`src/rtl/rv32i_types.sv`:
```
// Shared types for the data-memory arbiter.
//   dmem_req_t       : one latched memory request (address, byte masks, store data)
//   dmem_arb_state_t : arbiter FSM state encoding
package rv32i_types;

  localparam int unsigned XLEN   = 32;
  localparam int unsigned MASK_W = 4;

  typedef struct packed {
    logic [XLEN-1:0]   addr;
    logic [MASK_W-1:0] rmask;
    logic [MASK_W-1:0] wmask;
    logic [XLEN-1:0]   wdata;
  } dmem_req_t;

  typedef enum logic [1:0] {
    IDLE  = 2'd0,
    BUSY  = 2'd1,
    DRAIN = 2'd2
  } dmem_arb_state_t;

endpackage

```
`src/rtl/rr_arbiter.sv`:
```
// Round-robin picker: searches req starting at ptr and returns a one-hot grant.
//   req   : request vector, one bit per requester
//   ptr   : index with highest priority this cycle
//   grant : one-hot grant, zero when no request is raised
module rr_arbiter #(
  parameter int unsigned NUM_REQ   = 2,
  parameter int unsigned REQ_IDX_W = $clog2(NUM_REQ)
) (
  input  logic [NUM_REQ-1:0]   req,
  input  logic [REQ_IDX_W-1:0] ptr,
  output logic [NUM_REQ-1:0]   grant
);

  logic        found;
  int unsigned idx;

  // Walk offsets 0..NUM_REQ-1 from ptr; first raised request wins.
  always_comb begin
    grant = '0;
    found = 1'b0;
    idx   = 0;
    for (int unsigned off = 0; off < NUM_REQ; off++) begin
      idx = 32'(ptr) + off;
      if (idx >= NUM_REQ) idx = idx - NUM_REQ;
      for (int unsigned j = 0; j < NUM_REQ; j++) begin
        if (!found && (idx == j) && req[j]) begin
          grant[j] = 1'b1;
          found    = 1'b1;
        end
      end
    end
  end

endmodule

```
`src/rtl/dmem_arbiter.sv`:
```
// Data-memory arbiter: serialises load/store requesters onto one memory port.
//   clk, rst_n      : clock, async active-low reset
//   flush           : kills pending (IDLE) and in-flight (BUSY) loads
//   req_*           : requester side; req_ready is a combinational accept pulse
//   resp_valid/rdata: one-cycle response to the owning requester
//   dmem_*          : memory side, driven from latched registers outside IDLE
module dmem_arbiter
  import rv32i_types::*;
#(
  parameter int unsigned NUM_REQ   = 2,
  parameter int unsigned REQ_IDX_W = $clog2(NUM_REQ)
) (
  input  logic                      clk,
  input  logic                      rst_n,
  input  logic                      flush,
  input  logic [NUM_REQ-1:0]        req_valid,
  output logic [NUM_REQ-1:0]        req_ready,
  input  logic [NUM_REQ-1:0][31:0]  req_addr,
  input  logic [NUM_REQ-1:0][3:0]   req_rmask,
  input  logic [NUM_REQ-1:0][3:0]   req_wmask,
  input  logic [NUM_REQ-1:0][31:0]  req_wdata,
  output logic [NUM_REQ-1:0]        resp_valid,
  output logic [31:0]               resp_rdata,
  output logic [31:0]               dmem_addr,
  output logic [3:0]                dmem_rmask,
  output logic [3:0]                dmem_wmask,
  output logic [31:0]               dmem_wdata,
  input  logic [31:0]               dmem_rdata,
  input  logic                      dmem_resp
);

  dmem_arb_state_t        state_q, state_d;
  logic [REQ_IDX_W-1:0]   rr_ptr_q, rr_ptr_d;
  logic [REQ_IDX_W-1:0]   owner_q, owner_d;
  dmem_req_t              lat_q, lat_d;
  logic [NUM_REQ-1:0]     resp_valid_q, resp_valid_d;
  logic [31:0]            rdata_q, rdata_d;

  logic [NUM_REQ-1:0]     eligible;
  logic [NUM_REQ-1:0]     grant;
  logic [REQ_IDX_W-1:0]   grant_idx;
  logic                   lat_is_nop;
  logic                   lat_is_load;
  int unsigned            ptr_nxt;

  // Loads are masked out while flushing; stores and no-ops stay eligible.
  always_comb begin
    eligible = '0;
    for (int unsigned i = 0; i < NUM_REQ; i++) begin
      eligible[i] = req_valid[i] & ~(flush & (|req_rmask[i]) & ~(|req_wmask[i]));
    end
  end

  rr_arbiter #(
    .NUM_REQ   (NUM_REQ),
    .REQ_IDX_W (REQ_IDX_W)
  ) u_rr (
    .req   (eligible),
    .ptr   (rr_ptr_q),
    .grant (grant)
  );

  // One-hot to index.
  always_comb begin
    grant_idx = '0;
    for (int unsigned j = 0; j < NUM_REQ; j++) begin
      if (grant[j]) grant_idx = REQ_IDX_W'(j);
    end
  end

  // rmask is cleared on latch when wmask is set, so a nonzero rmask means load.
  assign lat_is_nop  = (lat_q.rmask == 4'h0) && (lat_q.wmask == 4'h0);
  assign lat_is_load = (lat_q.rmask != 4'h0);

  // State and datapath registers.
  always_ff @(posedge clk or negedge rst_n) begin
    if (!rst_n) begin
      state_q      <= IDLE;
      rr_ptr_q     <= '0;
      owner_q      <= '0;
      lat_q        <= '0;
      resp_valid_q <= '0;
      rdata_q      <= '0;
    end else begin
      state_q      <= state_d;
      rr_ptr_q     <= rr_ptr_d;
      owner_q      <= owner_d;
      lat_q        <= lat_d;
      resp_valid_q <= resp_valid_d;
      rdata_q      <= rdata_d;
    end
  end

  // Next-state logic.
  always_comb begin
    state_d = state_q;
    unique case (state_q)
      IDLE: begin
        if (|grant) state_d = BUSY;
      end
      BUSY: begin
        if (lat_is_nop || dmem_resp) state_d = IDLE;
        else if (flush && lat_is_load) state_d = DRAIN;
      end
      DRAIN: begin
        if (dmem_resp) state_d = IDLE;
      end
      default: state_d = IDLE;
    endcase
  end

  // Outputs and datapath next values.
  always_comb begin
    req_ready    = '0;
    rr_ptr_d     = rr_ptr_q;
    owner_d      = owner_q;
    lat_d        = lat_q;
    resp_valid_d = '0;
    rdata_d      = rdata_q;
    ptr_nxt      = 32'(grant_idx) + 1;
    if (ptr_nxt >= NUM_REQ) ptr_nxt = 0;
    dmem_addr    = '0;
    dmem_rmask   = '0;
    dmem_wmask   = '0;
    dmem_wdata   = '0;

    unique case (state_q)
      IDLE: begin
        // Gated by rst_n so no accept pulse escapes while reset is held.
        req_ready = grant & {NUM_REQ{rst_n}};
        if (|grant) begin
          owner_d     = grant_idx;
          rr_ptr_d    = REQ_IDX_W'(ptr_nxt);
          lat_d.addr  = req_addr[grant_idx];
          lat_d.wmask = req_wmask[grant_idx];
          lat_d.rmask = (|req_wmask[grant_idx]) ? 4'h0 : req_rmask[grant_idx];
          lat_d.wdata = req_wdata[grant_idx];
        end
      end
      BUSY: begin
        if (lat_is_nop) begin
          resp_valid_d[owner_q] = 1'b1;
          rdata_d               = '0;
        end else begin
          dmem_addr  = lat_q.addr;
          dmem_rmask = lat_q.rmask;
          dmem_wmask = lat_q.wmask;
          dmem_wdata = lat_q.wdata;
          if (dmem_resp) begin
            rdata_d = dmem_rdata;
            if (!(flush && lat_is_load)) resp_valid_d[owner_q] = 1'b1;
          end
        end
      end
      DRAIN: begin
        dmem_addr  = lat_q.addr;
        dmem_rmask = lat_q.rmask;
        dmem_wmask = lat_q.wmask;
        dmem_wdata = lat_q.wdata;
      end
      default: ;
    endcase
  end

  assign resp_valid = resp_valid_q;
  assign resp_rdata = rdata_q;

endmodule
```
`config.mk`:
```
export PLATFORM = sky130hd
export DESIGN_NAME = dmem_arbiter
export DESIGN_NICKNAME = d
export VERILOG_FILES = /design/src/rtl/rv32i_types.sv /design/src/rtl/rr_arbiter.sv /design/src/rtl/dmem_arbiter.sv
export SDC_FILE = /design/constraint.sdc
export NUM_CORES = 1
export LEC_CHECK = 0
export BUFFER_PORTS_ARGS = -buffer_cell sky130_fd_sc_hd__buf_2
export CAP_MARGIN = 20
export CORE_MARGIN = 10
export CORE_UTILIZATION = 41
export DETAILED_ROUTE_END_ITERATION = 8
export PLACE_DENSITY = 0.77
export SYNTH_ARGS = -nofsm -noshare
export SYNTH_HDL_FRONTEND = slang
export SYNTH_SLANG_ARGS = --single-unit
```
`constraint.sdc`:
```
create_clock -name clk -period 1.8 [get_ports clk]
set_clock_uncertainty 0.05 [all_clocks]
set_input_delay 0.09 -clock clk [delete_from_list [all_inputs] [get_ports clk]]
set_output_delay 0.09 -clock clk [all_outputs]
set_load 0.005 [all_outputs]
```
# Word-level counts from Yosys, hierarchy flattened
# Cells that the tools add are included.
totals:
  word_cells: 108
  register_bits: 110
  input_bits: 182
op_classes:
  bitwise_logic: 11
  n_addsub: 4
  reduce_logical: 30
  mux: 41
  eq_ne: 7
  order_cmp: 6
ops:
  columns: ["cell", "count"]
  rows:
  - ["$mux W32", 10]
  - ["$pmux W32 S2", 2]
  - ["$eq A32 B1 Y1 const B", 2]
  - ["$logic_not A32 Y1", 2]
  - ["$ge A32 B2 Y1 const B", 1]
  - ["$sub A32 B2 Y32 const B", 1]
  - ["$mux W4", 7]
  - ["$reduce_or A4 Y1", 5]
  - ["$mux W2", 9]
  - ["$pmux W4 S2", 2]
  - ["$logic_and A1 B1 Y1", 10]
  - ["$mux W1", 9]
  - ["$logic_not A4 Y1", 2]
  - ["$and A1 B1 Y1", 6]
  - ["$pmux W2 S3", 1]
  - ["$add A1 B1 Y2 const B", 2]
  - ["$lt A1 B2 Y1 const B", 2]
  - ["$ne A2 B2 Y1 const B", 2]
  - ["$not A1 Y1", 4]
  - ["$reduce_and A2 Y1", 2]
  - ["$reduce_bool A4 Y1", 1]
  - ["$logic_not A1 Y1", 3]
  - ["$ne A3 B3 Y1 const B", 1]
  - ["$reduce_and A3 Y1", 1]
  - ["other kinds (12)", 12]

# Depth between registers and ports, before layout
logic_depth:
  ltp_word: 24
  mapped_depth: 8
  ltp_nobuf: 6

# Modules after synthesis
# Synthesis repeated with hierarchy kept, for this count alone.
unflattened:
  hier_cells: 514
  area_unflattened_um2: 5353.9
by_module_without_submodules:
  columns: ["mod", "seq_area_each_um2", "instances", "cells_each", "area_per_inst_um2"]
  rows:
  - ["dmem_arbiter", 2752.6, 1, 511, 5335.1]
  - ["rr_arbiter", 0.0, 1, 3, 18.8]

# Worst setup path before layout
# OpenSTA, ideal clock, no wires.
synth_path:
  path_kind: "register to register"
  start: "register lat_q[39] (netlist bit)"
  end: "register rdata_q[25], in the netlist resp_rdata[25]"
  period_less_slack_ns: 1.918
  arrival_time_ns: 1.733
  path_stages_with_launch: 8
  setup_slack_ns: -0.118
  n_path_buf: 2
  setup_time_ns: 0.135
  path_cell_list: "dfrtp_1 or4_1 nor2_1 o21ai_0 clkbuf_1 clkbuf_1 nand2_1 o21ai_0"
synth_via:
  elab_chain_len: 4
  elab_cells_between_ends: 5
synth_lines:
  columns: ["element", "line_no", "rtl"]
  rows:
  - ["start, declared", "dmem_arbiter.sv:35", "dmem_req_t lat_q, lat_d;"]
  - ["start signal, assigned", "dmem_arbiter.sv:88", "lat_q <= lat_d;"]
  - ["$logic_not A4 Y1 (*)", "dmem_arbiter.sv:72", "assign lat_is_nop = (lat_q.rmask == 4'h0) && (lat_q.wmask == 4'h0);"]
  - ["$logic_and A1 B1 Y1 (*)", "dmem_arbiter.sv:72", null]
  - ["$reduce_bool A2 Y1 (no line)", null, null]
  - ["$reduce_and A2 Y1 (no line)", null, null]
  - ["end signal, assigned", "dmem_arbiter.sv:90", "rdata_q <= rdata_d;"]
  - ["end, declared", "dmem_arbiter.sv:37", "logic [31:0] rdata_q, rdata_d;"]
# Mark *: on every way between the ends. The rest lies on a longest branch, timed or not.
# A chain may end at the register's enable or synchronous reset.

# Worst setup path in the final report
layout_path:
  start: "register lat_q[34] (netlist bit)"
  end: "output port dmem_wdata[28]"
layout_via:
  elab_chain_len: 4
layout_lines:
  columns: ["element", "line_no", "rtl"]
  rows:
  - ["$logic_not A4 Y1", "dmem_arbiter.sv:72", null]
  - ["$logic_and A1 B1 Y1", "dmem_arbiter.sv:72", null]
  - ["$mux W32", "dmem_arbiter.sv:141", "if (lat_is_nop) begin"]
  - ["$pmux W32 S2", "dmem_arbiter.sv:127", "unique case (state_q)"]
  - ["end, declared", "dmem_arbiter.sv:27", "output logic [31:0] dmem_wdata,"]
# Every way passes these cells.

==> run_results.csv <==
group,metric,value,unit
global_route,track_usage,25.5,%
worst_setup_path,arrival,2130,ps
placement,placed_area,7320,sq um
yosys,syn_inst,508,
sta,fin_hold_ws,19.7,ps
clocking,ctsHtreeMaxLevel,3,
global_route,grt_max_degree,86,
finish,mostFrequentLayoutCells,"buf_2, dlygate4sd3_1, dfrtp_1",
floorplanning,start_util,42.0,%
route,drc,0,
worst_setup_path,cp-endpoint,"dmem_wdata[28]",
global_route,globalRouteOverflowTotal,0,
clocking,cts_root_buffer,"clkbuf_16",
sta,worstMarginPinSlew,481,ps
global_route,grt_use_met3,7.17,%
yosys,synth_xor_area_share,0,%
outcome,outcome,"finished with violations",
sta,setup_viol,100,
yosys,synth_top_area_share,51.5,%
yosys,yosys.area.top_type,"dfrtp_1",
worst_setup_path,end_kind,"primary output",
placement,place_hpwl,14.4,mm
hold_path,hp-class,"primary input to flop",
yosys,yosys.area_share.simple,22.5,%
run,drv_cap,0,
yosys,syn_area_per_cell,10.5,sq um
yosys,yosys.area_share.adder,0.702,%
floorplanning,ios,290,
outcome,violations,"setup timing",
yosys,netlist_top_cells_area,"dfrtp_1, and2_1, a221o_1",
sta,fin_crit,2270,ps
worst_setup_path,r2r_start,"lat_q[34]",
power_and_ir_drop,power.density_cell_area,1390,nW/um^2
clocking,clk_latency,350,ps
worst_setup_path,crit_fanout,12,
floorplanning,die-area,18000,sq um
yosys,synthArstFlopShare,100,%
sta,slew_headroom,67.9,%
clocking,cts_tree,"yes",
sta,min_period_over_period,126,%
finish,layout-drive-gt1-share,42.2,%
power_and_ir_drop,p_leak,4.90,nW
yosys,muxShareOfSynthArea,1.15,%
yosys,ys_types,33,
finish,syn_to_final_growth,80.5,%
yosys,seq_area_frac_synth,51.5,%
global_route,antenna_found_initial,9,
global_route,grt_busiest_layer,"met2",
sta,rsz0062_at_grt,"true",
yosys,synth_nets,693,
floorplanning,num_rows,41,
sta,final_max_slew_viol_count,0,
power_and_ir_drop,peakVddDrop,0.839,mV
yosys,synth_area,5350,sq um
worst_setup_path,reg2reg_depth,6,
yosys,ys.flop_type,"dfrtp_1",
clocking,clk_pin_slew,70,ps
floorplanning,fp.dieH,134,microns
clocking,clock-sinks,110,
route,antenna_left,0,
worst_setup_path,rrSetupSlack,-270,ps
placement,gp_congestion,0.849,
sta,hold_viol,0,
finish,nets,1168,
route,finalWirelength,25.7,mm
worst_setup_path,path_class,"flop to primary output",
yosys,yosys_warnings,0,
yosys,synth_compound_area_share,19.7,%
route,vias,6215,
worst_setup_path,r2r-end,"state_q[1]",
global_route,use_met2,44.2,%
floorplanning,coreArea,12700,sq um
global_route,grt_pass1_vias,6597,
yosys,synth-seq-cells,110,
finish,fillers,793,
floorplanning,die_w,134,microns
route,via_per_inst,5.31,
placement,numPortBuffers,289,
worst_setup_path,critPathLaunchType,"flop",
route,post_drt_wl_per_cell,22.0,microns
finish,mostFrequentLayoutCell,"buf_2",
route,drtIter0Drc,577,
placement,pre_cts_ws,-167,ps
worst_setup_path,critPathRequiredTime,1660,ps
clocking,numCtsBuffers,9,
yosys,synth_top_family_by_area,"simple AND/OR/NAND/NOR gates",
sta,worst_slack,-471,ps
clocking,clockBufferDepth,2,
global_route,grt_util_met1,27.0,%
route,dr.pass1.iters,5,
global_route,grt_pass1_wl,36.3,mm
finish,final_area,9660,sq um
worst_setup_path,cp-startpoint,"lat_q[34]",
sta,fin_setup_tns,-34090,ps
sta,max_freq,440,MHz
yosys,synth-edff-count,0,
[kinds of logic after synthesis]
logic type	Yosys count
AO/OA/AOI/OAI	126
buffers and inverters	46
adder cells (fa/ha/maj)	3
flip-flops	110
AND/OR/NAND/NOR	217
multiplexers	6
[through the flow]
| step | instances | total power, mW | util (%) |
|---|---|---|---|
| global placement | 973 | 9.67 | 57.5 |
| CTS | 1153 | 12.1 | 72.8 |
| detailed placement | 973 | 9.81 | 57.5 |
| finish | 1170 | 13.4 | 75.9 |
| global route | 1169 | 14.2 | 75.9 |
| floorplan | 508 | 7.34 | - |
[routing by layer]
metal	vias up	wire, microns	part of all wire [%]
met5	-	0	0
met1	2946	8990	35
met4	0	1510	5.9
met2	378	13300	52
li1	2762	-	-
met3	129	1850	7.2
[critical path, stage by stage (launching register included)]
cell and delay, ps:
dfrtp_1 380, or4_4 550, nor2_4 160, a21boi_4 70, buf_12 150, clkbuf_16 170, and2_1 150, buf_2 140
[worst min-delay path by stage]
stage / from / endpoint / slack (ps) / depth (start not counted)
floorplan: rst_n / lat_q[0] / -260 / 0
global placement: rst_n / lat_q[25] / -20 / 1
detailed placement: rst_n / lat_q[25] / -20 / 1
CTS: req_wmask[1] / lat_q[33] / 5 / 3
global route: req_wmask[1] / lat_q[33] / 40 / 3
finish: req_wmask[1] / lat_q[33] / 20 / 3
[what timing repair did]
action	in CTS	in global routing
hold endpoints to repair	121	0
hold buffers	161	0
pin swaps	3	25
setup buffers	3	4
gates cloned	0	3
setup endpoints to repair	100	144
resized for setup	8	73
[registers in the layout (all words and copies together), names as in the netlist]
| register | cells |
|---|---|
| lat_q | 72 |
| owner_q | 1 |
| resp_rdata | 32 |
| resp_valid | 2 |
| rr_ptr_q | 1 |
| state_q | 2 |
[layout make-up]
class	instances	area, sq um	area share (%)
well taps	172	215	2.23
clock inverters	6	46.3	0.479
clock buffers	10	229	2.37
flip-flops and latches	110	2750	28.5
diodes	10	25.0	0.259
multi-input cells	352	2540	26.3
repair buffers	505	3830	39.7
inverters	5	18.8	0.194
[Yosys cell counts (2+ instances only)]
master and count:
ha_1 3, and2_4 2, a221o_1 64, o21ai_4 2, nand2_1 68, buf_6 7, or4_4 2, a22o_1 4
o21ai_0 37, and2_1 136, o41ai_1 3, buf_2 7, clkbuf_1 26, dfrtp_1 110, nor3b_1 3, inv_1 5
or4_1 2, and3_1 2, a32o_1 4, a21oi_1 4, mux2i_1 5
[where the power goes]
part	internal, mW	switching (mW)	leakage, nW	total [mW]
clock network	0.948	0.952	0.129	1.90
logic	3.89	3.38	3.40	7.27
registers	3.61	0.645	1.37	4.26
Power figures use the tool's default switching activity.
